<file path="src/rtl/stopwatch_axi_pkg.sv">
// Shared constants and types for the stopwatch AXI4-Lite register block.
// Optional alarm/IRQ logic is built when STOPWATCH_ALARM_EN is defined.
package stopwatch_axi_pkg;

  localparam logic [31:0] DEFAULT_VERSION = 32'h0002_0000;

  localparam logic [1:0] RESP_OKAY   = 2'b00;
  localparam logic [1:0] RESP_SLVERR = 2'b10;
  localparam logic [1:0] RESP_DECERR = 2'b11;

  localparam logic [7:0] OFF_VERSION    = 8'h00;
  localparam logic [7:0] OFF_GLOBAL     = 8'h04;
  localparam logic [7:0] OFF_IRQ_STATUS = 8'h08;
  localparam logic [7:0] OFF_IRQ_ENABLE = 8'h0C;
  localparam logic [7:0] CH_BASE        = 8'h10;
  localparam logic [7:0] CH_STRIDE      = 8'h10;

  localparam int CTRL_APPLY = 0;
  localparam int CTRL_RUN   = 1;
  localparam int CTRL_CLEAR = 2;
  localparam int CTRL_LAP   = 3;

  typedef enum logic [1:0] {
    G_VERSION,
    G_CTRL,
    G_IRQ_STATUS,
    G_IRQ_ENABLE
  } glob_reg_e;

  typedef enum logic [1:0] {
    C_TEST_VALUE,
    C_CTRL,
    C_LAP,
    C_ALARM
  } ch_reg_e;

  typedef enum logic {W_IDLE, W_RESP} w_state_e;
  typedef enum logic {R_IDLE, R_DATA} r_state_e;

  function automatic logic [31:0] strb_merge(
    input logic [31:0] old_v,
    input logic [31:0] new_v,
    input logic [3:0]  strb
  );
    logic [31:0] m;
    m = old_v;
    for (int b = 0; b < 4; b++) begin
      if (strb[b]) m[8*b +: 8] = new_v[8*b +: 8];
    end
    return m;
  endfunction

endpackage

</file>
<file path="src/rtl/stopwatch_axi_channel.sv">
// One stopwatch channel: test value, run/pulses, lap capture, alarm.
// Alarm register and compare exist only with STOPWATCH_ALARM_EN.
module stopwatch_axi_channel
  import stopwatch_axi_pkg::*;
(
  input  logic        clk,
  input  logic        reset,
  input  logic        wr_en,
  input  ch_reg_e     wr_reg,
  input  logic [31:0] wdata,
  input  logic [3:0]  wstrb,
  input  logic        clr_all,
  input  logic [31:0] ch_time,
  output logic [31:0] test_value,
  output logic        apply,
  output logic        clear,
  output logic        run,
  output logic [31:0] lap,
  output logic [31:0] alarm,
  output logic        irq_set
);

  logic [31:0] test_value_q, test_value_d;
  logic [31:0] lap_q, lap_d;
  logic        apply_q, apply_d;
  logic        clear_q, clear_d;
  logic        run_q, run_d;
  logic        ctrl_wr;

  assign ctrl_wr = wr_en && (wr_reg == C_CTRL) && wstrb[0];

  always_comb begin
    test_value_d = test_value_q;
    lap_d        = lap_q;
    apply_d      = ctrl_wr && wdata[CTRL_APPLY];
    clear_d      = clr_all || (ctrl_wr && wdata[CTRL_CLEAR]);
    run_d        = clr_all ? 1'b0 : run_q;
    if (wr_en && (wr_reg == C_TEST_VALUE))
      test_value_d = strb_merge(test_value_q, wdata, wstrb);
    if (ctrl_wr) begin
      run_d = wdata[CTRL_RUN];
      if (wdata[CTRL_LAP]) lap_d = ch_time;
    end
  end

  always_ff @(posedge clk) begin
    if (reset) begin
      test_value_q <= '0;
      lap_q        <= '0;
      apply_q      <= 1'b0;
      clear_q      <= 1'b0;
      run_q        <= 1'b0;
    end else begin
      test_value_q <= test_value_d;
      lap_q        <= lap_d;
      apply_q      <= apply_d;
      clear_q      <= clear_d;
      run_q        <= run_d;
    end
  end

  assign test_value = test_value_q;
  assign apply      = apply_q;
  assign clear      = clear_q;
  assign run        = run_q;
  assign lap        = lap_q;

`ifdef STOPWATCH_ALARM_EN
  logic [31:0] alarm_q, alarm_d;

  always_comb begin
    alarm_d = alarm_q;
    if (wr_en && (wr_reg == C_ALARM))
      alarm_d = strb_merge(alarm_q, wdata, wstrb);
  end

  always_ff @(posedge clk) begin
    if (reset) alarm_q <= '0;
    else       alarm_q <= alarm_d;
  end

  // A zero alarm means disarmed
  assign alarm   = alarm_q;
  assign irq_set = run_q && (alarm_q != '0) && (ch_time == alarm_q);
`else
  assign alarm   = '0;
  assign irq_set = 1'b0;
`endif

endmodule

</file>
<file path="src/rtl/stopwatch_ctrl_axi.sv">
// AXI4-Lite control/status block for NUM_CH stopwatch channels.
// Define STOPWATCH_ALARM_EN to build alarm compare and the irq output.
module stopwatch_ctrl_axi
  import stopwatch_axi_pkg::*;
#(
  parameter int          AW      = 8,
  parameter int          NUM_CH  = 4,
  parameter logic [31:0] VERSION = DEFAULT_VERSION
) (
  input  logic                  clk,
  input  logic                  reset,
  input  logic [32*NUM_CH-1:0]  ch_time,
  output logic [32*NUM_CH-1:0]  test_value,
  output logic [NUM_CH-1:0]     apply_test_value,
  output logic [NUM_CH-1:0]     ch_clear,
  output logic [NUM_CH-1:0]     ch_run,
  output logic                  irq,
  input  logic [AW-1:0]         S_AXI_AWADDR,
  input  logic                  S_AXI_AWVALID,
  output logic                  S_AXI_AWREADY,
  input  logic [2:0]            S_AXI_AWPROT,
  input  logic [31:0]           S_AXI_WDATA,
  input  logic [3:0]            S_AXI_WSTRB,
  input  logic                  S_AXI_WVALID,
  output logic                  S_AXI_WREADY,
  output logic [1:0]            S_AXI_BRESP,
  output logic                  S_AXI_BVALID,
  input  logic                  S_AXI_BREADY,
  input  logic [AW-1:0]         S_AXI_ARADDR,
  input  logic                  S_AXI_ARVALID,
  output logic                  S_AXI_ARREADY,
  input  logic [2:0]            S_AXI_ARPROT,
  output logic [31:0]           S_AXI_RDATA,
  output logic [1:0]            S_AXI_RRESP,
  output logic                  S_AXI_RVALID,
  input  logic                  S_AXI_RREADY
);

  localparam int BW = AW - 4;

  w_state_e    w_state_q, w_state_d;
  r_state_e    r_state_q, r_state_d;
  logic        awready_q, awready_d;
  logic        bvalid_q, bvalid_d;
  logic [1:0]  bresp_q, bresp_d;
  logic        arready_q, arready_d;
  logic        rvalid_q, rvalid_d;
  logic [1:0]  rresp_q, rresp_d;
  logic [31:0] rdata_q, rdata_d;

  logic [BW-1:0] aw_blk, ar_blk;
  glob_reg_e     aw_greg, ar_greg;
  ch_reg_e       aw_creg, ar_creg;
  logic          aw_ok, ar_ok;
  logic          wr_hs, rd_hs, wr_glob, clr_all;
  logic [31:0]   rd_data;
  logic [1:0]    rd_resp;
  logic [31:0]   irq_status_rd, irq_enable_rd;
  logic [NUM_CH-1:0] irq_set;
  logic [31:0]   lap_w   [NUM_CH];
  logic [31:0]   alarm_w [NUM_CH];
  logic          unused_ok;

  // Block 0 is global; blocks 1..NUM_CH are channels
  assign aw_blk  = S_AXI_AWADDR[AW-1:4];
  assign ar_blk  = S_AXI_ARADDR[AW-1:4];
  assign aw_greg = glob_reg_e'(S_AXI_AWADDR[3:2]);
  assign ar_greg = glob_reg_e'(S_AXI_ARADDR[3:2]);
  assign aw_creg = ch_reg_e'(S_AXI_AWADDR[3:2]);
  assign ar_creg = ch_reg_e'(S_AXI_ARADDR[3:2]);
  assign aw_ok   = aw_blk <= BW'(NUM_CH);
  assign ar_ok   = ar_blk <= BW'(NUM_CH);

  assign wr_hs   = awready_q && S_AXI_AWVALID && S_AXI_WVALID;
  assign rd_hs   = arready_q && S_AXI_ARVALID;
  assign wr_glob = wr_hs && (aw_blk == '0);
  assign clr_all = wr_glob && (aw_greg == G_CTRL)
                && S_AXI_WSTRB[0] && S_AXI_WDATA[0];

  for (genvar i = 0; i < NUM_CH; i++) begin : g_ch
    stopwatch_axi_channel u_ch (
      .clk        (clk),
      .reset      (reset),
      .wr_en      (wr_hs && (aw_blk == BW'(i + 1))),
      .wr_reg     (aw_creg),
      .wdata      (S_AXI_WDATA),
      .wstrb      (S_AXI_WSTRB),
      .clr_all    (clr_all),
      .ch_time    (ch_time[32*i +: 32]),
      .test_value (test_value[32*i +: 32]),
      .apply      (apply_test_value[i]),
      .clear      (ch_clear[i]),
      .run        (ch_run[i]),
      .lap        (lap_w[i]),
      .alarm      (alarm_w[i]),
      .irq_set    (irq_set[i])
    );
  end

`ifdef STOPWATCH_ALARM_EN
  logic [NUM_CH-1:0] irq_status_q, irq_status_d;
  logic [NUM_CH-1:0] irq_enable_q, irq_enable_d;

  // A set arriving with a W1C on the same edge wins
  always_comb begin
    irq_status_d = irq_status_q;
    irq_enable_d = irq_enable_q;
    if (wr_glob && S_AXI_WSTRB[0]) begin
      if (aw_greg == G_IRQ_STATUS)
        irq_status_d = irq_status_q & ~S_AXI_WDATA[NUM_CH-1:0];
      if (aw_greg == G_IRQ_ENABLE)
        irq_enable_d = S_AXI_WDATA[NUM_CH-1:0];
    end
    irq_status_d = irq_status_d | irq_set;
  end

  always_ff @(posedge clk) begin
    if (reset) begin
      irq_status_q <= '0;
      irq_enable_q <= '0;
    end else begin
      irq_status_q <= irq_status_d;
      irq_enable_q <= irq_enable_d;
    end
  end

  assign irq           = |(irq_status_q & irq_enable_q);
  assign irq_status_rd = 32'(irq_status_q);
  assign irq_enable_rd = 32'(irq_enable_q);
  assign unused_ok     = ^{S_AXI_AWPROT, S_AXI_ARPROT,
                           S_AXI_AWADDR[1:0], S_AXI_ARADDR[1:0]};
`else
  assign irq           = 1'b0;
  assign irq_status_rd = '0;
  assign irq_enable_rd = '0;
  assign unused_ok     = ^{S_AXI_AWPROT, S_AXI_ARPROT, irq_set,
                           S_AXI_AWADDR[1:0], S_AXI_ARADDR[1:0]};
`endif

  always_comb begin
    rd_data = '0;
    rd_resp = RESP_OKAY;
    if (ar_blk == '0) begin
      unique case (ar_greg)
        G_VERSION:    rd_data = VERSION;
        G_CTRL:       rd_data = '0;
        G_IRQ_STATUS: rd_data = irq_status_rd;
        G_IRQ_ENABLE: rd_data = irq_enable_rd;
      endcase
    end else if (!ar_ok) begin
      rd_resp = RESP_DECERR;
    end else begin
      for (int i = 0; i < NUM_CH; i++) begin
        if (ar_blk == BW'(i + 1)) begin
          unique case (ar_creg)
            C_TEST_VALUE: rd_data = test_value[32*i +: 32];
            C_CTRL:       rd_data = {30'b0, ch_run[i], 1'b0};
            C_LAP:        rd_data = lap_w[i];
            C_ALARM:      rd_data = alarm_w[i];
          endcase
        end
      end
    end
  end

  always_comb begin
    w_state_d = w_state_q;
    awready_d = 1'b0;
    bvalid_d  = bvalid_q;
    bresp_d   = bresp_q;
    unique case (w_state_q)
      W_IDLE: begin
        if (wr_hs) begin
          w_state_d = W_RESP;
          bvalid_d  = 1'b1;
          bresp_d   = aw_ok ? RESP_OKAY : RESP_DECERR;
        end else if (S_AXI_AWVALID && S_AXI_WVALID && !awready_q) begin
          awready_d = 1'b1;
        end
      end
      W_RESP: begin
        if (S_AXI_BREADY) begin
          w_state_d = W_IDLE;
          bvalid_d  = 1'b0;
        end
      end
    endcase
  end

  always_comb begin
    r_state_d = r_state_q;
    arready_d = 1'b0;
    rvalid_d  = rvalid_q;
    rdata_d   = rdata_q;
    rresp_d   = rresp_q;
    unique case (r_state_q)
      R_IDLE: begin
        if (rd_hs) begin
          r_state_d = R_DATA;
          rvalid_d  = 1'b1;
          rdata_d   = rd_data;
          rresp_d   = rd_resp;
        end else if (S_AXI_ARVALID && !arready_q) begin
          arready_d = 1'b1;
        end
      end
      R_DATA: begin
        if (S_AXI_RREADY) begin
          r_state_d = R_IDLE;
          rvalid_d  = 1'b0;
        end
      end
    endcase
  end

  always_ff @(posedge clk) begin
    if (reset) begin
      w_state_q <= W_IDLE;
      r_state_q <= R_IDLE;
      awready_q <= 1'b0;
      bvalid_q  <= 1'b0;
      bresp_q   <= RESP_OKAY;
      arready_q <= 1'b0;
      rvalid_q  <= 1'b0;
      rresp_q   <= RESP_OKAY;
      rdata_q   <= '0;
    end else begin
      w_state_q <= w_state_d;
      r_state_q <= r_state_d;
      awready_q <= awready_d;
      bvalid_q  <= bvalid_d;
      bresp_q   <= bresp_d;
      arready_q <= arready_d;
      rvalid_q  <= rvalid_d;
      rresp_q   <= rresp_d;
      rdata_q   <= rdata_d;
    end
  end

  assign S_AXI_AWREADY = awready_q;
  assign S_AXI_WREADY  = awready_q;
  assign S_AXI_BVALID  = bvalid_q;
  assign S_AXI_BRESP   = bresp_q;
  assign S_AXI_ARREADY = arready_q;
  assign S_AXI_RVALID  = rvalid_q;
  assign S_AXI_RRESP   = rresp_q;
  assign S_AXI_RDATA   = rdata_q;

endmodule

</file>
<file path="config.mk">
export PLATFORM = sky130hd
export DESIGN_NAME = stopwatch_ctrl_axi
export DESIGN_NICKNAME = d
export VERILOG_FILES = /design/src/rtl/stopwatch_axi_pkg.sv /design/src/rtl/stopwatch_axi_channel.sv /design/src/rtl/stopwatch_ctrl_axi.sv
export SDC_FILE = /design/constraint.sdc
export NUM_CORES = 1
export LEC_CHECK = 0
export CORE_MARGIN = 5
export CORE_UTILIZATION = 55
export DETAILED_ROUTE_END_ITERATION = 16
export PLACE_DENSITY = 0.95
export SLEW_MARGIN = 40
export SYNTH_ARGS = -nofsm -noshare
export SYNTH_HDL_FRONTEND = slang
export SYNTH_HIERARCHICAL = 1
export SYNTH_SLANG_ARGS = --single-unit
</file>
<file path="constraint.sdc">
create_clock -name clk -period 3.4 [get_ports clk]
set_clock_uncertainty 0.1 [all_clocks]
set_input_delay 0.51 -clock clk [delete_from_list [all_inputs] [get_ports clk]]
set_output_delay 0.51 -clock clk [all_outputs]
set_load 0.02 [all_outputs]
</file>
==> impl_results.md, run 1 <==
* Status: complete, no violations
* Design Area, Final at between 20000 and 25000 sq um
* Arr. time, crit path at 3.02 ns
* RSZ-0062 raised after global routing: false
* Final WL at between 50000 and 60000 microns
* H-tree depth at 2
* Drt wl/cell at 23.9 microns
* Die area at 32400 sq um
* LEAKAGE at 7.04 nW
* Drt drc at 0
* Critical path data required time at 3.70 ns
* Mapped cell area at 15900 sq um
* PD cells at 406 nW/um^2
* Max cap viols at 0
* Cts hold-fix bufs at 0
* TNS Setup at 0 ns
* CTS Sinks at 308
* GRT Util Overall at 34.4%
* Clk Latency, worst-skew pair at 0.52 ns
* Total number of vias at 15200
* Global-route wire length before repair at between 80000 and 90000 microns
* CTS buffer count at 34
* Post-DRT Antenna Nets at 0
* Warnings from Yosys at 6
* FP Rows at 62
* CP Capture Type: flip-flop
* CP Launch Type: input port
* Resized Gates After CTS at 0
* Final WS setup at 0.677 ns
* DP Area at 19100 sq um
* Clock buffer depth at 3
* Hold Violations, Final at 0
* Initial DRC count at between 2000 and 2500
* IO Pins at 375
* Hold_sp: S_AXI_RDATA[1]
* 1st-pass router iterations at 6
* Post-Syn Instances at 1804
* Relative slew slack at between 40% and 50%
* Area grow syn2layout at 27.8%
* Crit-path max FO at 8
* Mean post-synth cell area at 8.81 sq um
* CTS tree: built
* Pre-CTS WS at 0.251 ns
* Max VDD drop at ~0.00032 V
* Worst r2r src: S_AXI_AWREADY
* Total power at 0.00824 W
* Hold Path Class: flip-flop to flip-flop
* Tightest Pin Transition at around 0.88 ns
* Initial antenna violation count at 6
* Final worst-path cycle share at 80.1%
* Vias in the first global route at roughly 15000
* Slew Viols, Final at 0
* Overflow after GRT at 0
* Post-CTS setup buffers at 0
* Final RePlAce weighted congestion at about 0.95
* Vias per Instance at slightly above 6
* PortBufs at roughly 360
* Core ar. at 28600 sq um
* Initial Utilization at 55.5%
* Final layout net count at roughly 2300
* Setup CP Type: input port to flip-flop
* Worst reg-to-reg path cell count at 7
* Die Ht at ~180 microns
* Pin count of the biggest net entering global routing at 204
* Post-DP HPWL at around 43000 microns
* Final setup fails at 0
* Hold path depth at 2
* Fillers at 2106
* Die W at 180 microns
* Clock slew at reported path FFs at 0.06 ns
* Worst Setup SP: S_AXI_AWVALID
* Post-route minimum period at 2.72 ns
* Layout cells sized above 1 at 11.2%
* Root Driver: clkbuf_16
* FMAX at 0.367 GHz
## path summary, 6_finish.rpt
path                                                    end  slack, ns
worst min-delay path                         S_AXI_RDATA[1]       0.35
worst max-delay path            g_ch[1].u_ch/test_value[14]       0.68
worst min register to register               S_AXI_RDATA[1]       0.35
worst max register to register  g_ch[1].u_ch/test_value[14]       0.76
## state kept, by name, indices dropped and copies added (netlist names)
register and flops:
S_AXI_BVALID 1, g_ch.u_ch/clear 4, r_state_q 1, S_AXI_RVALID 1, S_AXI_RDATA 32, g_ch.u_ch/lap 128
S_AXI_BRESP 1, w_state_q 1, S_AXI_AWREADY 1, g_ch.u_ch/apply 4, S_AXI_ARREADY 1, g_ch.u_ch/run 4
S_AXI_RRESP 1, g_ch.u_ch/test_value 128
## cells in the final DEF (no fill, tap or decap), types with 4 or more instances in the layout
master and n:
and4b_1 5, o22ai_1 15, o2bb2ai_1 12, clkdlybuf4s50_1 359
mux2_2 100, o21ai_0 173, a22oi_1 55, nand4b_1 4
nand3_1 132, clkbuf_16 37, clkinv_2 7, nor3b_1 6
inv_1 7, clkbuf_1 8, clkbuf_8 5, a211oi_1 15
a221o_1 10, and4bb_2 12, dfxtp_1 308, o21ai_1 5
nor2_1 161, a22o_1 26, a21oi_1 172, buf_4 43
nor4bb_2 4, a221oi_1 28, mux4_2 4, nand3b_1 5
buf_12 7, mux2i_1 150, nor3_1 5, nand2_1 56
conb_1 129
## where the power goes
group          switching [W]  internal, W  total, W
Combinational       0.000460     0.000367  0.000826
Sequential        0.00000530      0.00361   0.00362
Clock                0.00150      0.00230   0.00380
Total                0.00197      0.00628   0.00824
## worst max-delay path, stage by stage
cell and delay, ns:
clkdlybuf4s50_1 0.50, nand3_1 0.13, nor3_1 0.35, nand2_1 0.09, nor2_1 0.44, and4bb_2 0.63
mux2i_1 0.30, nor2_1 0.06
## final cells by class
type,instances,area [sq um],area share (%)
flip-flops and latches,308,6170,30.3
well taps,384,480,2.36
diodes,2,5.00,0.0246
multi-input cells,1313,8380,41.2
inverters,10,37.5,0.185
repair buffers,412,4110,20.2
clock buffers,49,1010,4.98
clock inverters,11,133,0.653
## per-layer routing
layer  wire [microns]  vias to the layer above  global-route usage [%]
li1                 -                     6799                       -
met1            22800                     7265                    44.1
met2            26500                      965                    53.9
met3             6680                      198                    8.91
met4             3450                        8                    17.3
met5               61                        -                       0
## metrics by stage
| step | hold slack, ns | std cells | utilization (%) |
|---|---|---|---|
| floorplan | 0.342 | 1928 | - |
| finish | 0.354 | 2489 | 71.0 |
| detailed placement | 0.342 | 2426 | 66.9 |
| global placement | 0.333 | 2426 | 66.9 |
| global route | 0.384 | 2489 | 71.0 |
| CTS | 0.355 | 2486 | 70.9 |
No activity file was read; power rests on OpenSTA's default activity.
==> run 2, diff against run 1 <==
--- a/config.mk
+++ b/config.mk
@@ -6,9 +6,9 @@
 export NUM_CORES = 1
 export LEC_CHECK = 0
 export CORE_MARGIN = 5
-export CORE_UTILIZATION = 55
+export CORE_UTILIZATION = 46
 export DETAILED_ROUTE_END_ITERATION = 16
-export PLACE_DENSITY = 0.95
+export PLACE_DENSITY = 0.89
 export SLEW_MARGIN = 40
 export SYNTH_ARGS = -nofsm -noshare
 export SYNTH_HDL_FRONTEND = slang
==> constraint.sdc (replaced) <==
create_clock -name clk -period 2.4 [get_ports clk]
set_clock_uncertainty 0.1 [all_clocks]
set_input_delay 0.36 -clock clk [delete_from_list [all_inputs] [get_ports clk]]
set_output_delay 0.36 -clock clk [all_outputs]
set_load 0.02 [all_outputs]
==> run 2 against run 1 <==
Via count is 0.54% higher. Core utilization is 8.8 points lower. Clock power grew 55%. Largest cell class unchanged. Highest routed layer unchanged.
==> impl_results.md, run 2 (synthesis gave the netlist of run 1 again) <==
* DP Cell Count at 2558 (was 2426)
* CTS tree: built (unchanged)
* Root Driver: clkbuf_16 (unchanged)
* Tightest Pin Transition at 0.811 ns (was 0.879 ns)
* Total number of vias at 15300 (was 15200)
* Cell family with most CP delay: simple AND/OR/NAND/NOR gates (unchanged)
* Layout cells sized above 1 at 13.8% (was 11.2%)
* Worst hold endpoint: g_ch[3].u_ch/test_value[18] (was S_AXI_RDATA[1])
* Max cap viols at 0 (unchanged)
* Worst r2r src: S_AXI_AWREADY (unchanged)
* Drt drc at 0 (unchanged)
* FF/Latch Area at 6170 sq um (unchanged)
* Post-DP HPWL at 46100 microns (was 43000 microns)
* PD cells at 573 nW/um^2 (was 406 nW/um^2)
* WP depth at 9 (was 8)
* Setup CP Type: flip-flop to flip-flop (was input port to flip-flop)
* Clock buffer depth at 3 (unchanged)
* Final RePlAce weighted congestion at 0.918 (was 0.955)
* Post-DRT Antenna Nets at 0 (unchanged)
* R2R Setup Slk at 0.15 ns (was 0.76 ns)
* Fillers at 2783 (was 2106)
* CP Launch Type: flip-flop (was input port)
* Core ar. at 34300 sq um (was 28600 sq um)
* Post-Layout Cell Count at 2625 (was 2489)
* Resized Gates After CTS at 0 (unchanged)
* Final WL at 61600 microns (was 59500 microns)
* Commonest non-fill, non-tap cell in the layout: clkdlybuf4s50_1 (unchanged)
* Vias in the first global route at 15000 (was 14800)
* Die Ht at 196 microns (was 180 microns)
* Drt wl/cell at 23.5 microns (was 23.9 microns)
* Most frequent cells in the layout: clkdlybuf4s50_1, dfxtp_1, o21ai_0 (unchanged)
* Design Area, Final at 21300 sq um (was 20300 sq um)
* Area grow syn2layout at 34.2% (was 27.8%)
* DP Area at 20000 sq um (was 19100 sq um)
* Hold path depth at 2 (unchanged)
* FMAX at 0.444 GHz
* Initial antenna violation count at 4 (was 6)
* Relative slew slack at 45.9% (was 41.3%)
* Clock slew at reported path FFs at 0.07 ns (was 0.06 ns)
* Pin count of the biggest net entering global routing at 209 (was 204)
* PortBufs at 363 (unchanged)
* 1st-pass router iterations at 6 (unchanged)
* Cts hold-fix bufs at 0 (unchanged)
* Die area at 38400 sq um (was 32400 sq um)
* LEAKAGE at 7.52 nW (was 7.04 nW)
* FP Rows at 68 (was 62)
* Clk Latency, worst-skew pair at 0.53 ns (was 0.52 ns)
* Critical path data required time at 2.74 ns (was 3.70 ns)
* Slowest CP cell: dfxtp_1 (was and4bb_2)
* Post-route minimum period at 2.25 ns
* CTS Sinks at 308 (unchanged)
* Final WS setup at 0.149 ns (was 0.677 ns)
* Total power at 0.0122 W (was 0.00824 W)
* CTS buffer count at 35 (was 34)
* Status: complete, no violations (unchanged)
* Crit-path max FO at 12 (was 8)
* RR Endpoint: g_ch[2].u_ch/lap[26] (was g_ch[1].u_ch/test_value[14])
* Global-route wire length before repair at 91300 microns (was 88300 microns)
* Post-Route Utilization at 62.2% (was 71.0%)
* Die W at 196 microns (was 180 microns)
* Vias per Instance at 5.84 (was 6.12)
* Pre-CTS WS at -0.261 ns (was 0.251 ns)
* Initial Utilization at 46.4% (was 55.5%)
* RSZ-0062 raised after global routing: false (unchanged)
* GRT Util Overall at 30.4% (was 34.4%)
* IO Pins at 375 (unchanged)
* Initial DRC count at 1571 (was 2147)
* Slew Viols, Final at 0 (unchanged)
* Worst reg-to-reg path cell count at 9 (was 7)
* Final layout net count at 2334 (was 2272)
* Max VDD drop at 0.000579 V (was 0.000317 V)
* Hold_sp: reset (was S_AXI_RDATA[1])
* Post-CTS setup buffers at 0 (unchanged)
* Overflow after GRT at 0 (unchanged)
* Hold Path Class: input port to flip-flop (was flip-flop to flip-flop)
* Crit-path cells: nand3_1, nor3_1, buf_4, and3_1, and4b_1, buf_12, buf_4, nand3_1, a21oi_1 (was clkdlybuf4s50_1, nand3_1, nor3_1, nand2_1, nor2_1, and4bb_2, mux2i_1, nor2_1)
* Multi-input logic area at 8370 sq um (was 8380 sq um)
* Arr. time, crit path at 2.59 ns (was 3.02 ns)
* CP max stage delay at 0.38 ns (was 0.63 ns)
* Final worst-path cycle share at approximately 94%
* Final setup fails at 0 (unchanged)
* Hold Violations, Final at 0 (unchanged)
* CP Capture Type: flip-flop (unchanged)
* WP buf/inv at 3 (was 1)
* H-tree depth at 2 (unchanged)
[run 2: worst max-delay path by stage]
stage                  startpoint  slack, ns                          to
global placement     S_AXI_WVALID      -0.23  g_ch[2].u_ch/test_value[7]
floorplan           S_AXI_AWREADY       0.40  g_ch[0].u_ch/test_value[3]
global route        S_AXI_AWREADY       0.08        g_ch[2].u_ch/lap[26]
detailed placement   S_AXI_WVALID      -0.26  g_ch[2].u_ch/test_value[2]
CTS                 S_AXI_AWREADY       0.17        g_ch[2].u_ch/lap[26]
finish              S_AXI_AWREADY       0.15        g_ch[2].u_ch/lap[26]
[run 2: layer usage]
metal  GRT usage (%)  up-vias  wire, microns
li1                -     6953              -
met1            40.3     7382          24600
met2            48.4      841          27900
met3            7.14      138           6480
met4            11.2        4           2510
met5               0        -             33
[run 2: report_power, final]
group	leakage, nW	internal (W)	switching [W]
sequential	2.48	0.00512	0.00000701
clock	0.620	0.00363	0.00224
combinational	4.42	0.000563	0.000660
[run 2: through the flow]
| step | TNS, ns | hold slack (ns) |
|---|---|---|
| after global placement | -22.62 | 0.338 |
| after CTS | 0 | 0.0693 |
| after floorplan | 0 | 0.342 |
| final | 0 | 0.0816 |
| after global routing | 0 | 0.0848 |
| after detailed placement | -26.63 | 0.350 |
[run 2: worst register-to-register path: cells and delay by family, from the launching register on]
kind | cells | cell delay, ns
AOI/OAI and AO/OA | 1 | 0.19
buffers and inverters | 3 | 0.48
DFF | 1 | 0.38
and+or+nand+nor | 5 | 1.02
[run 2: final cells by class]
class / count / area share (%)
antenna: 3 / 0.0352
clock buffer: 46 / 4.58
clock inverter: 17 / 1.27
inverter: 10 / 0.176
multi-input combinational: 1313 / 39.3
sequential: 308 / 28.9
tap: 455 / 2.67
timing repair buffer: 473 / 23.1
==> run 3, diff against run 2 <==
--- a/config.mk
+++ b/config.mk
@@ -7,8 +7,10 @@
 export LEC_CHECK = 0
 export CORE_MARGIN = 5
 export CORE_UTILIZATION = 46
+export CTS_CLUSTER_DIAMETER = 30
 export DETAILED_ROUTE_END_ITERATION = 16
 export PLACE_DENSITY = 0.89
+export SKIP_LAST_GASP = 1
 export SLEW_MARGIN = 40
 export SYNTH_ARGS = -nofsm -noshare
 export SYNTH_HDL_FRONTEND = slang
==> run 3 against run 2 <==
Global-route usage up 0.96 points. Hold slack worse by 0.047 ns. Sequential cell count unchanged. Largest cell class unchanged. Via count up 2.4%. Critical endpoint is now ch_run[2]. Sequential share of layout area down 1.6 points. Critical path type is now flip-flop to primary output. Critical path depth down 8. Register-to-register slack better by 0.08 ns.
==> impl_results.md, run 3 (synthesis gave the netlist of run 1 again) <==
* Clock share of power at 61.0% (was 48.1%)
* GRT Util Overall at 31.3% (was 30.4%)
* Post-DP HPWL at 46100 microns (unchanged)
* Max cap viols at 0 (unchanged)
* Cts hold-fix bufs at 0 (unchanged)
* Design Area, Final at 22600 sq um (was 21300 sq um)
* Initial Utilization at 46.4% (unchanged)
* Post-CTS setup buffers at 0 (unchanged)
* Die W at 196 microns (unchanged)
* Layout cells sized above 1 at 16.5% (was 13.8%)
* WP buf/inv at 1 (was 3)
* LEAKAGE at 8.09 nW (was 7.52 nW)
* Area grow syn2layout at 41.9% (was 34.2%)
* Root Driver: clkbuf_16 (unchanged)
* Hold Violations, Final at 0 (unchanged)
* Die Ht at 196 microns (unchanged)
* Total power at 0.0163 W (was 0.0122 W)
* Pin count of the biggest net entering global routing at 209 (unchanged)
* Commonest non-fill, non-tap cell in the layout: clkdlybuf4s50_1 (unchanged)
* Final WS setup at 0.217 ns (was 0.149 ns)
* Hold Path Class: input port to flip-flop (unchanged)
* CTS buffer count at 72 (was 35)
* 1st-pass router iterations at 6 (unchanged)
* Relative slew slack at 47.7% (was 45.9%)
* Worst hold endpoint: g_ch[3].u_ch/test_value[18] (unchanged)
* Slew Viols, Final at 0 (unchanged)
* Worst reg-to-reg path cell count at 9 (unchanged)
* Resized Gates After CTS at 0 (unchanged)
* CTS Sinks at 308 (unchanged)
* PD cells at 724 nW/um^2 (was 573 nW/um^2)
* Arr. time, crit path at 1.72 ns (was 2.59 ns)
* Drt wl/cell at 23.5 microns (about the same)
* Global-route wire length before repair at 93700 microns (was 91300 microns)
* RSZ-0062 raised after global routing: false (unchanged)
* FP Rows at 68 (unchanged)
* Final setup fails at 0 (unchanged)
* Crit-path max FO at 3 (was 12)
* CP max stage delay at 0.72 ns (was 0.38 ns)
* Clk Latency, worst-skew pair at 0.57 ns (was 0.53 ns)
* CP Capture Type: primary output (was flip-flop)
* IO Pins at 375 (unchanged)
* Post-Layout Cell Count at 2692 (was 2625)
* Core ar. at 34300 sq um (unchanged)
* CTS tree: built (unchanged)
* Most frequent cells in the layout: clkdlybuf4s50_1, dfxtp_1, o21ai_0 (unchanged)
* Vias per Instance at 5.83 (was 5.84)
* CP Launch Type: flip-flop (unchanged)
* Pre-CTS WS at -0.261 ns (unchanged)
* RR Endpoint: g_ch[2].u_ch/lap[24] (was g_ch[2].u_ch/lap[26])
* Clock slew at reported path FFs at 0.05 ns (was 0.07 ns)
* Post-route minimum period at 2.18 ns (was 2.25 ns)
* Max VDD drop at 0.000565 V (was 0.000579 V)
* PortBufs at 363 (unchanged)
* Sequential share of power at 31.5% (was 41.9%)
* Cell family with most CP delay: buffers and inverters (was simple AND/OR/NAND/NOR gates)
* Setup CP Type: flip-flop to primary output (was flip-flop to flip-flop)
* Power Internal at 0.0124 W (was 0.00932 W)
* Clock buffer depth at 3 (unchanged)
* Drt drc at 0 (unchanged)
* Hold_sp: reset (unchanged)
* Combinational Power Share at 7.6% (was 10.0%)
* Worst r2r src: S_AXI_AWREADY (unchanged)
* Vias in the first global route at 15500 (was 15000)
* DP Cell Count at 2558 (unchanged)
* R2R Setup Slk at 0.23 ns (was 0.15 ns)
* DP Area at 20000 sq um (unchanged)
* Final worst-path cycle share at 91.0% (was 93.8%)
* Switching Fraction at 24.2% (was 23.8%)
* Slowest CP cell: clkdlybuf4s50_1 (was dfxtp_1)
* Crit-path cells: clkdlybuf4s50_1 (was nand3_1, nor3_1, buf_4, and3_1, and4b_1, buf_12, buf_4, nand3_1, a21oi_1)
* Initial antenna violation count at 4 (unchanged)
* Hold path depth at 2 (unchanged)
* Post-DRT Antenna Nets at 0 (unchanged)
* FMAX at 0.458 GHz (was 0.444 GHz)
* Critical path data required time at 1.94 ns (was 2.74 ns)
* Tightest Pin Transition at 0.784 ns (was 0.811 ns)
* Total number of vias at 15700 (was 15300)
* Status: complete, no violations (unchanged)
* Fillers at 2656 (was 2783)
* Overflow after GRT at 0 (unchanged)
* Final WL at 63300 microns (was 61600 microns)
* Net switching power at 0.00396 W (was 0.00291 W)
* H-tree depth at 3 (was 2)
* Initial DRC count at 1741 (was 1571)
* Final layout net count at 2371 (was 2334)
* Final RePlAce weighted congestion at 0.918 (unchanged)
* Die area at 38400 sq um (unchanged)
[run 3: changes by cell type in the layout (fill, tap and decap cells not counted)]
cell / before / now
clkinv_8: 0 / 1
diode_2: 3 / 2
clkinv_4: 0 / 5
clkbuf_8: 7 / 6
inv_6: 3 / 12
inv_8: 0 / 2
clkbuf_1: 5 / 4
clkbuf_16: 35 / 72
clkinvlp_4: 0 / 9
bufinv_16: 7 / 9
clkinv_2: 7 / 12
[run 3: how the worst max path moves through the flow]
| stage | from | end | depth (start not counted) |
|---|---|---|---|
| 2_1_floorplan | S_AXI_AWREADY | g_ch[0].u_ch/test_value[3] | 8 |
| 3_3_place_gp | S_AXI_WVALID | g_ch[2].u_ch/test_value[7] | 9 |
| 3_5_place_dp | S_AXI_WVALID | g_ch[2].u_ch/test_value[2] | 9 |
| 4_1_cts | S_AXI_AWREADY | g_ch[2].u_ch/test_value[2] | 8 |
| 5_1_grt | S_AXI_AWREADY | g_ch[2].u_ch/lap[24] | 9 |
| 6_report | g_ch[2].u_ch/run | ch_run[2] | 1 |
[run 3: per-layer routing]
layer	routed length, microns	vias to the layer above	global-route usage [%]
met5	20	-	0
met4	2790	4	12.8
met3	6870	166	9.20
met2	28700	915	49.8
met1	24900	7543	40.0
li1	-	7055	-
[run 3: power by group through the flow]
stage | Combinational, W | Sequential, W | Clock [W]
3_5_place_dp | 0.00118 | 0.00524 | 0
5_1_grt | 0.00129 | 0.00514 | 0.0103
2_1_floorplan | 0.000685 | 0.00525 | 0
3_3_place_gp | 0.00117 | 0.00524 | 0
6_report | 0.00123 | 0.00514 | 0.00996
4_1_cts | 0.00119 | 0.00514 | 0.0100
[run 3: area by class of cell]
type	count	area [sq um]	area share, %
Inverter	10	37.5	0.166
Clock inverter	50	586	2.60
Tap cell	455	569	2.52
Sequential cell	308	6170	27.3
Clock buffer	81	1890	8.36
Multi-Input combinational cell	1313	8370	37.1
Antenna cell	2	5.00	0.0222
Timing Repair Buffer	473	4930	21.9
[run 3: through the flow]
stage | utilization (%) | setup TNS, ns | hold WS [ns]
2_1_floorplan | - | 0 | 0.342
3_3_place_gp | 58.5 | -22.62 | 0.338
3_5_place_dp | 58.5 | -26.63 | 0.350
4_1_cts | 65.7 | 0 | 0.0216
5_1_grt | 65.8 | 0 | 0.0322
6_report | 65.8 | 0 | 0.0348
